### src/rtl/pipelined_mul_unit.sv
// Fully pipelined RV32M/RV64M multiply unit with tag tracking, global stall and flush.
// The product is formed at the input and carried through LATENCY stages so retiming can spread it.
module pipelined_mul_unit #(
    parameter int XLEN    = 32,
    parameter int LATENCY = 5,
    parameter int TAG_W   = 5
) (
    input  logic                         clk,
    input  logic                         rst,
    input  logic                         flush,
    input  logic                         in_valid,
    output logic                         in_ready,
    input  logic [1:0]                   in_op,
    input  logic [XLEN-1:0]              in_a,
    input  logic [XLEN-1:0]              in_b,
    input  logic [TAG_W-1:0]             in_tag,
    output logic                         out_valid,
    input  logic                         out_ready,
    output logic [XLEN-1:0]              out_data,
    output logic [TAG_W-1:0]             out_tag,
    output logic [$clog2(LATENCY+1)-1:0] inflight
);

    localparam int CW = $clog2(LATENCY + 1);

    typedef enum logic [1:0] {
        OP_MUL    = 2'b00,
        OP_MULH   = 2'b01,
        OP_MULHSU = 2'b10,
        OP_MULHU  = 2'b11
    } mul_op_e;

    logic              stall;
    logic              accept;
    logic              retire;
    logic              sign_a;
    logic              sign_b;
    logic [2*XLEN-1:0] a_wide;
    logic [2*XLEN-1:0] b_wide;
    logic [2*XLEN-1:0] product;
    logic [XLEN-1:0]   result;

    logic              stg_valid [LATENCY];
    logic [XLEN-1:0]   stg_data  [LATENCY];
    logic [TAG_W-1:0]  stg_tag   [LATENCY];

    assign stall     = out_valid & ~out_ready;
    assign in_ready  = ~stall;
    assign accept    = in_valid & in_ready & ~flush;
    assign retire    = out_valid & out_ready;

    assign out_valid = stg_valid[LATENCY-1];
    assign out_data  = stg_data[LATENCY-1];
    assign out_tag   = stg_tag[LATENCY-1];

    // Extending both operands to 2*XLEN and multiplying modulo 2^(2*XLEN) yields
    // the low 2*XLEN bits of the signed (XLEN+1)x(XLEN+1) product.
    always_comb begin
        sign_a  = ((in_op == OP_MULH) || (in_op == OP_MULHSU)) && in_a[XLEN-1];
        sign_b  = (in_op == OP_MULH) && in_b[XLEN-1];
        a_wide  = {{XLEN{sign_a}}, in_a};
        b_wide  = {{XLEN{sign_b}}, in_b};
        product = a_wide * b_wide;
        result  = (in_op == OP_MUL) ? product[XLEN-1:0] : product[2*XLEN-1:XLEN];
    end

    always_ff @(posedge clk) begin
        if (rst) begin
            for (int i = 0; i < LATENCY; i++) begin
                stg_valid[i] <= 1'b0;
                stg_data[i]  <= '0;
                stg_tag[i]   <= '0;
            end
        end else if (flush) begin
            for (int i = 0; i < LATENCY; i++) begin
                stg_valid[i] <= 1'b0;
            end
        end else if (!stall) begin
            stg_valid[0] <= accept;
            stg_data[0]  <= result;
            stg_tag[0]   <= in_tag;
            for (int i = 1; i < LATENCY; i++) begin
                stg_valid[i] <= stg_valid[i-1];
                stg_data[i]  <= stg_data[i-1];
                stg_tag[i]   <= stg_tag[i-1];
            end
        end
    end

    // Simultaneous accept and retire leave the occupancy unchanged.
    always_ff @(posedge clk) begin
        if (rst || flush) begin
            inflight <= '0;
        end else if (accept && !retire) begin
            inflight <= inflight + CW'(1);
        end else if (!accept && retire) begin
            inflight <= inflight - CW'(1);
        end
    end

endmodule

### config.mk
export PLATFORM = sky130hd
export DESIGN_NAME = pipelined_mul_unit
export DESIGN_NICKNAME = d
export VERILOG_FILES = /design/src/rtl/pipelined_mul_unit.sv
export SDC_FILE = /design/constraint.sdc
export NUM_CORES = 2
export LEC_CHECK = 0
export BUFFER_PORTS_ARGS = -buffer_cell sky130_fd_sc_hd__buf_2
export CAP_MARGIN = 20
export CORE_MARGIN = 2
export CORE_UTILIZATION = 35
export DETAILED_ROUTE_END_ITERATION = 10
export GPL_ROUTABILITY_DRIVEN = 0
export HOLD_SLACK_MARGIN = 0.05
export SYNTH_ARGS = -nofsm -noshare
export SYNTH_HDL_FRONTEND = slang
export SYNTH_SLANG_ARGS = --single-unit
### constraint.sdc
create_clock -name clk -period 22.4 [get_ports clk]
set_input_delay 4.48 -clock clk [delete_from_list [all_inputs] [get_ports clk]]
set_output_delay 4.48 -clock clk [all_outputs]
set_load 0.01 [all_outputs]
* Yosys cells after proc, flatten, opt, wreduce, memory -nomap -nowiden
Memories as Yosys holds them, arrays and structs flattened.
Cells that the tools add are included.
** Operators by class
- Reductions and logical operators :: 10
- Equality and inequality tests :: 2
- Add/sub/neg operators :: 2
- Multipliers :: 1
- Bitwise logic cells :: 27
- Multiplexer cells :: 32
** Operator list (number)
- $mux 32 :: 6
- $mul 33x33->64 :: 1
- $mux 5 :: 5
- $or 1x1->1 :: 20
- $mux 1 :: 19
- $mux 3 :: 2
- $and 1x1->1 :: 4
- $logic_and 1x1->1 :: 4
- $add 3x1->3 const B :: 1
- $not 1->1 :: 3
- $sub 3x1->3 const B :: 1
- $eq 2x1->1 const B :: 1
- $eq 2x2->1 const B :: 1
- $logic_not 1->1 :: 2
- $logic_not 2->1 :: 1
- $logic_or 1x1->1 :: 2
- $reduce_bool 2->1 :: 1
** Storage, ports and cells
- Memories :: 3
- Input port bits :: 76
- RAM bits :: 190
- Flip-flop bits (word level) :: 3
** Memory list
- stg_data :: words 5, width 32, read ports 5, clocked after memory_dff 0, write ports 5, line 44 : logic [XLEN-1:0] stg_data [LATENCY];
- stg_tag :: words 5, width 5, read ports 5, clocked after memory_dff 0, write ports 5, line 45 : logic [TAG_W-1:0] stg_tag [LATENCY];
- stg_valid :: words 5, width 1, read ports 5, clocked after memory_dff 0, write ports 5, line 43 : logic stg_valid [LATENCY];

* Logic depth before layout (Yosys ltp)
- Word-level depth :: 9
- Gate-level depth with buffers :: 33

* Worst setup path before layout
Ideal clock, no wire load.
- Kind :: input -> register
- From :: input in_op[1]
- To :: memory stg_data[0][28], data pin
- Arrival time :: 12684 ps
- Setup slack :: 9581 ps
- Stages :: 33
- Buffers on the path :: 3
- Path through :: inv_1 > ha_1 > and2_1 > clkbuf_1 > clkbuf_1 > nand2_1 > inv_1 > fa_1 > inv_1 > fa_1 > inv_1 > fa_1 > fa_1 > inv_1 > fa_1 > inv_1 > fa_1 > inv_1 > fa_1 > fa_1 > inv_1 > ha_1 > buf_2 > a21oi_1 > nor2b_1 > a211o_1 > a21o_1 > a311oi_1 > o31ai_1 > a211oi_2 > nor2b_1 > or4_1 > nand3_1
** RTL lines
- start, declared :: line 13 : input logic [1:0] in_op,
- end, declared :: line 44

==> results_dict.tcl <==
set metrics [dict create \
    worst_ep_required_time_ps 22690 \
    crit_path_start_kind "input pin" \
    synth-edff-count 190 \
    wl_per_cell_um 18.7 \
    initial_core_util_pct 35.3 \
    synth_nets 6205 \
    cp_data_arrival_time_ps 14190 \
    total_gr_overflow 0 \
    leading_cell_type_in_the_layout_fill_and_taps_excluded "sky130_fd_sc_hd__inv_1" \
    die_w_um 366 \
    drive_above_1_share_pct 4.44 \
    max_cap_viol_count 0 \
    core.rowCount 132 \
    post_synth_inst_count 4788 \
    rsz_0062_raised_after_global_routing "false" \
    tritoncts.num_buffers 17 \
    syn_avg_cell_area_um2 9.57 \
    timing.final.hold_violations 0 \
    antenna_found_initial 11 \
    timing.slew.headroom_pct 30.2 \
    setup_violations 0 \
    fin_skew_ps 12.3 \
    final_cell_mix "1198 x sky130_fd_sc_hd__inv_1, 1126 x sky130_fd_sc_hd__fa_1, 816 x sky130_fd_sc_hd__nand2_1" \
    hold_path.class "register to register" \
    setup-tns-final_ps 0 \
    die_h_um 366 \
    timing.critical_path.fanout_max 18 \
    cts_hold_buf 0 \
    clock_tree_from_tritoncts "done" \
    drt-total-wl_um 120000 \
    dr.pass1.iters 5 \
    synth_seq_cells 193 \
    clkTransAtPathRegs_ps 80 \
    grt_usage_pct 18.4 \
    cts.repair_timing.setup_buffer_count 0 \
    largest_net_degree_at_the_start_of_global_routing 134 \
    layout.nets 6071 \
    fp.coreArea_um2 130000 \
    post_cts.resized_instances 0 \
    period_minus_slack_ps 13900 \
    max_clock_freq_mhz 71.9 \
    io_buffer_count 117 \
    critPathCaptureType "register" \
    ys_async_sr_fraction_pct 0 \
    cp_slowest_cell "sky130_fd_sc_hd__fa_1" \
    grt_pass1_vias 34300 \
    hpwlAfterDp_um 93500 \
    final_worst_path_cycle_share_pct 62.1 \
    tightestPinTransition_ps 1050 \
    run_status "completed" \
    antenna_left 0 \
    floorplan.die_area_um2 134000 \
    synthesis.area_um2 45800 \
    cts_sinks 193 \
    area_delta_synth_final_pct 5.05 \
    viasPerCell 4.88 \
    setup.worst_path.class "input pin to register" \
    finalMaxSlewViolations 0 \
    grt_first_pass_wirelength_um 195000 \
    cts_max_level 4 \
    synth-warning-count 0 \
    io-pin-count 118 \
    cts-root-to-sink-buffers 2 \
    yosys_most_used_dff "sky130_fd_sc_hd__edfxtp_1" \
    synth-seq-area-share_pct 12.6 \
    clkLatencyLatePin_ps 430 \
    clock_tree.root_cell "sky130_fd_sc_hd__clkbuf_16" \
    cp_slowest_stage_delay_ps 910 \
    route.detailed.drc 0 \
    drt_iter0_drc 2004 \
    dr_total_vias 31300 \
    synth_cell_types 65 \
]
==> Yosys cell counts (11+ instances only) <==
master	count	share of area, %
sky130_fd_sc_hd__a211oi_1	11	0.18
sky130_fd_sc_hd__a21o_1	21	0.34
sky130_fd_sc_hd__a21oi_1	69	0.75
sky130_fd_sc_hd__and2_1	275	3.8
sky130_fd_sc_hd__and3_1	182	2.5
sky130_fd_sc_hd__buf_4	37	0.61
sky130_fd_sc_hd__clkbuf_1	256	2.1
sky130_fd_sc_hd__edfxtp_1	190	12
sky130_fd_sc_hd__fa_1	1126	49
sky130_fd_sc_hd__ha_1	215	5.9
sky130_fd_sc_hd__inv_1	1199	9.8
sky130_fd_sc_hd__nand2_1	816	6.7
sky130_fd_sc_hd__nand3_1	13	0.14
sky130_fd_sc_hd__nand4_1	16	0.22
sky130_fd_sc_hd__nor2_1	90	0.74
sky130_fd_sc_hd__nor3_1	14	0.15
sky130_fd_sc_hd__o21a_1	11	0.18
sky130_fd_sc_hd__o21ai_0	32	0.35
sky130_fd_sc_hd__o21bai_1	11	0.18
sky130_fd_sc_hd__xnor2_1	54	1.0
sky130_fd_sc_hd__xor2_1	23	0.44
==> worst paths after layout <==
| path | startpoint | to | slack [ps] | depth (start not counted) |
|---|---|---|---|---|
| worst max register to register | stg_valid[0][4]$_SDFFCE_PN0P_ | stg_data[0][27]$_SDFFCE_PN0P_ | 19030 | 5 |
| worst min-delay path | stg_tag[0][8]$_SDFFCE_PN0P_ | stg_tag[0][13]$_SDFFCE_PN0P_ | 540 | 1 |
| worst max-delay path | in_op[0] | stg_data[0][28]$_SDFFCE_PN0P_ | 8500 | 31 |
| worst min register to register | stg_tag[0][8]$_SDFFCE_PN0P_ | stg_tag[0][13]$_SDFFCE_PN0P_ | 540 | 1 |
==> critical path, delay by kind of cell <==
family          cells  cell delay [ps]
compound gates      6             1490
fa+ha+maj          10             5400
buf+inv             9             1210
simple gates        6             1590
==> state kept, by name, indices dropped and copies added, names as in the netlist <==
register	cells
inflight	3
stg_data	160
stg_valid	5
stg_tag	25
==> kinds of logic (layout without fill, tap and decap cells) <==
group,Yosys count,after routing,share of synthesized area [%]
adders and majority gates,1341,1341,55.1
and+or+nand+nor,1445,1445,14.8
other,0,1,0
buffers and inverters,1499,1378,12.6
muxes,6,6,0.131
xor gates and xnor gates,77,77,1.47
AOI/OAI and AO/OA,227,227,3.34
DFF,193,193,12.6
==> stage by stage <==
stage / instance area, um2 / utilization [%] / cells / hold slack (ps) / setup WS (ps)
after global placement: 47500 / 36.7 / 6377 / 523 / 8290
after CTS: 48100 / 37.1 / 6409 / 541 / 8480
final: 48100 / 37.1 / 6410 / 536 / 8500
after detailed placement: 47500 / 36.7 / 6377 / 526 / 8060
after global routing: 48100 / 37.1 / 6410 / 554 / 8030
after floorplan: 45800 / - / 4788 / 520 / 9580
==> area by class of cell <==
class	count	area, um2
tap	1742	2180
clock inverter	14	170
clock buffer	18	429
antenna	1	2.50
inverter	1200	4510
multi-input combinational	3096	34300
fill	13000	81500
sequential	193	5770
timing repair buffer	146	803
==> routing by layer <==
metal | up-vias | wire length, um | global-route usage [%]
li1 | 13600 | - | -
met1 | 16500 | 52600 | 25.7
met2 | 927 | 58500 | 31.0
met3 | 140 | 7070 | 2.26
met4 | 14 | 1770 | 3.42
met5 | - | 76 | 0
Power is not shown: default switching activity piles up to over one toggle a cycle in this logic, so the estimate is an artifact.
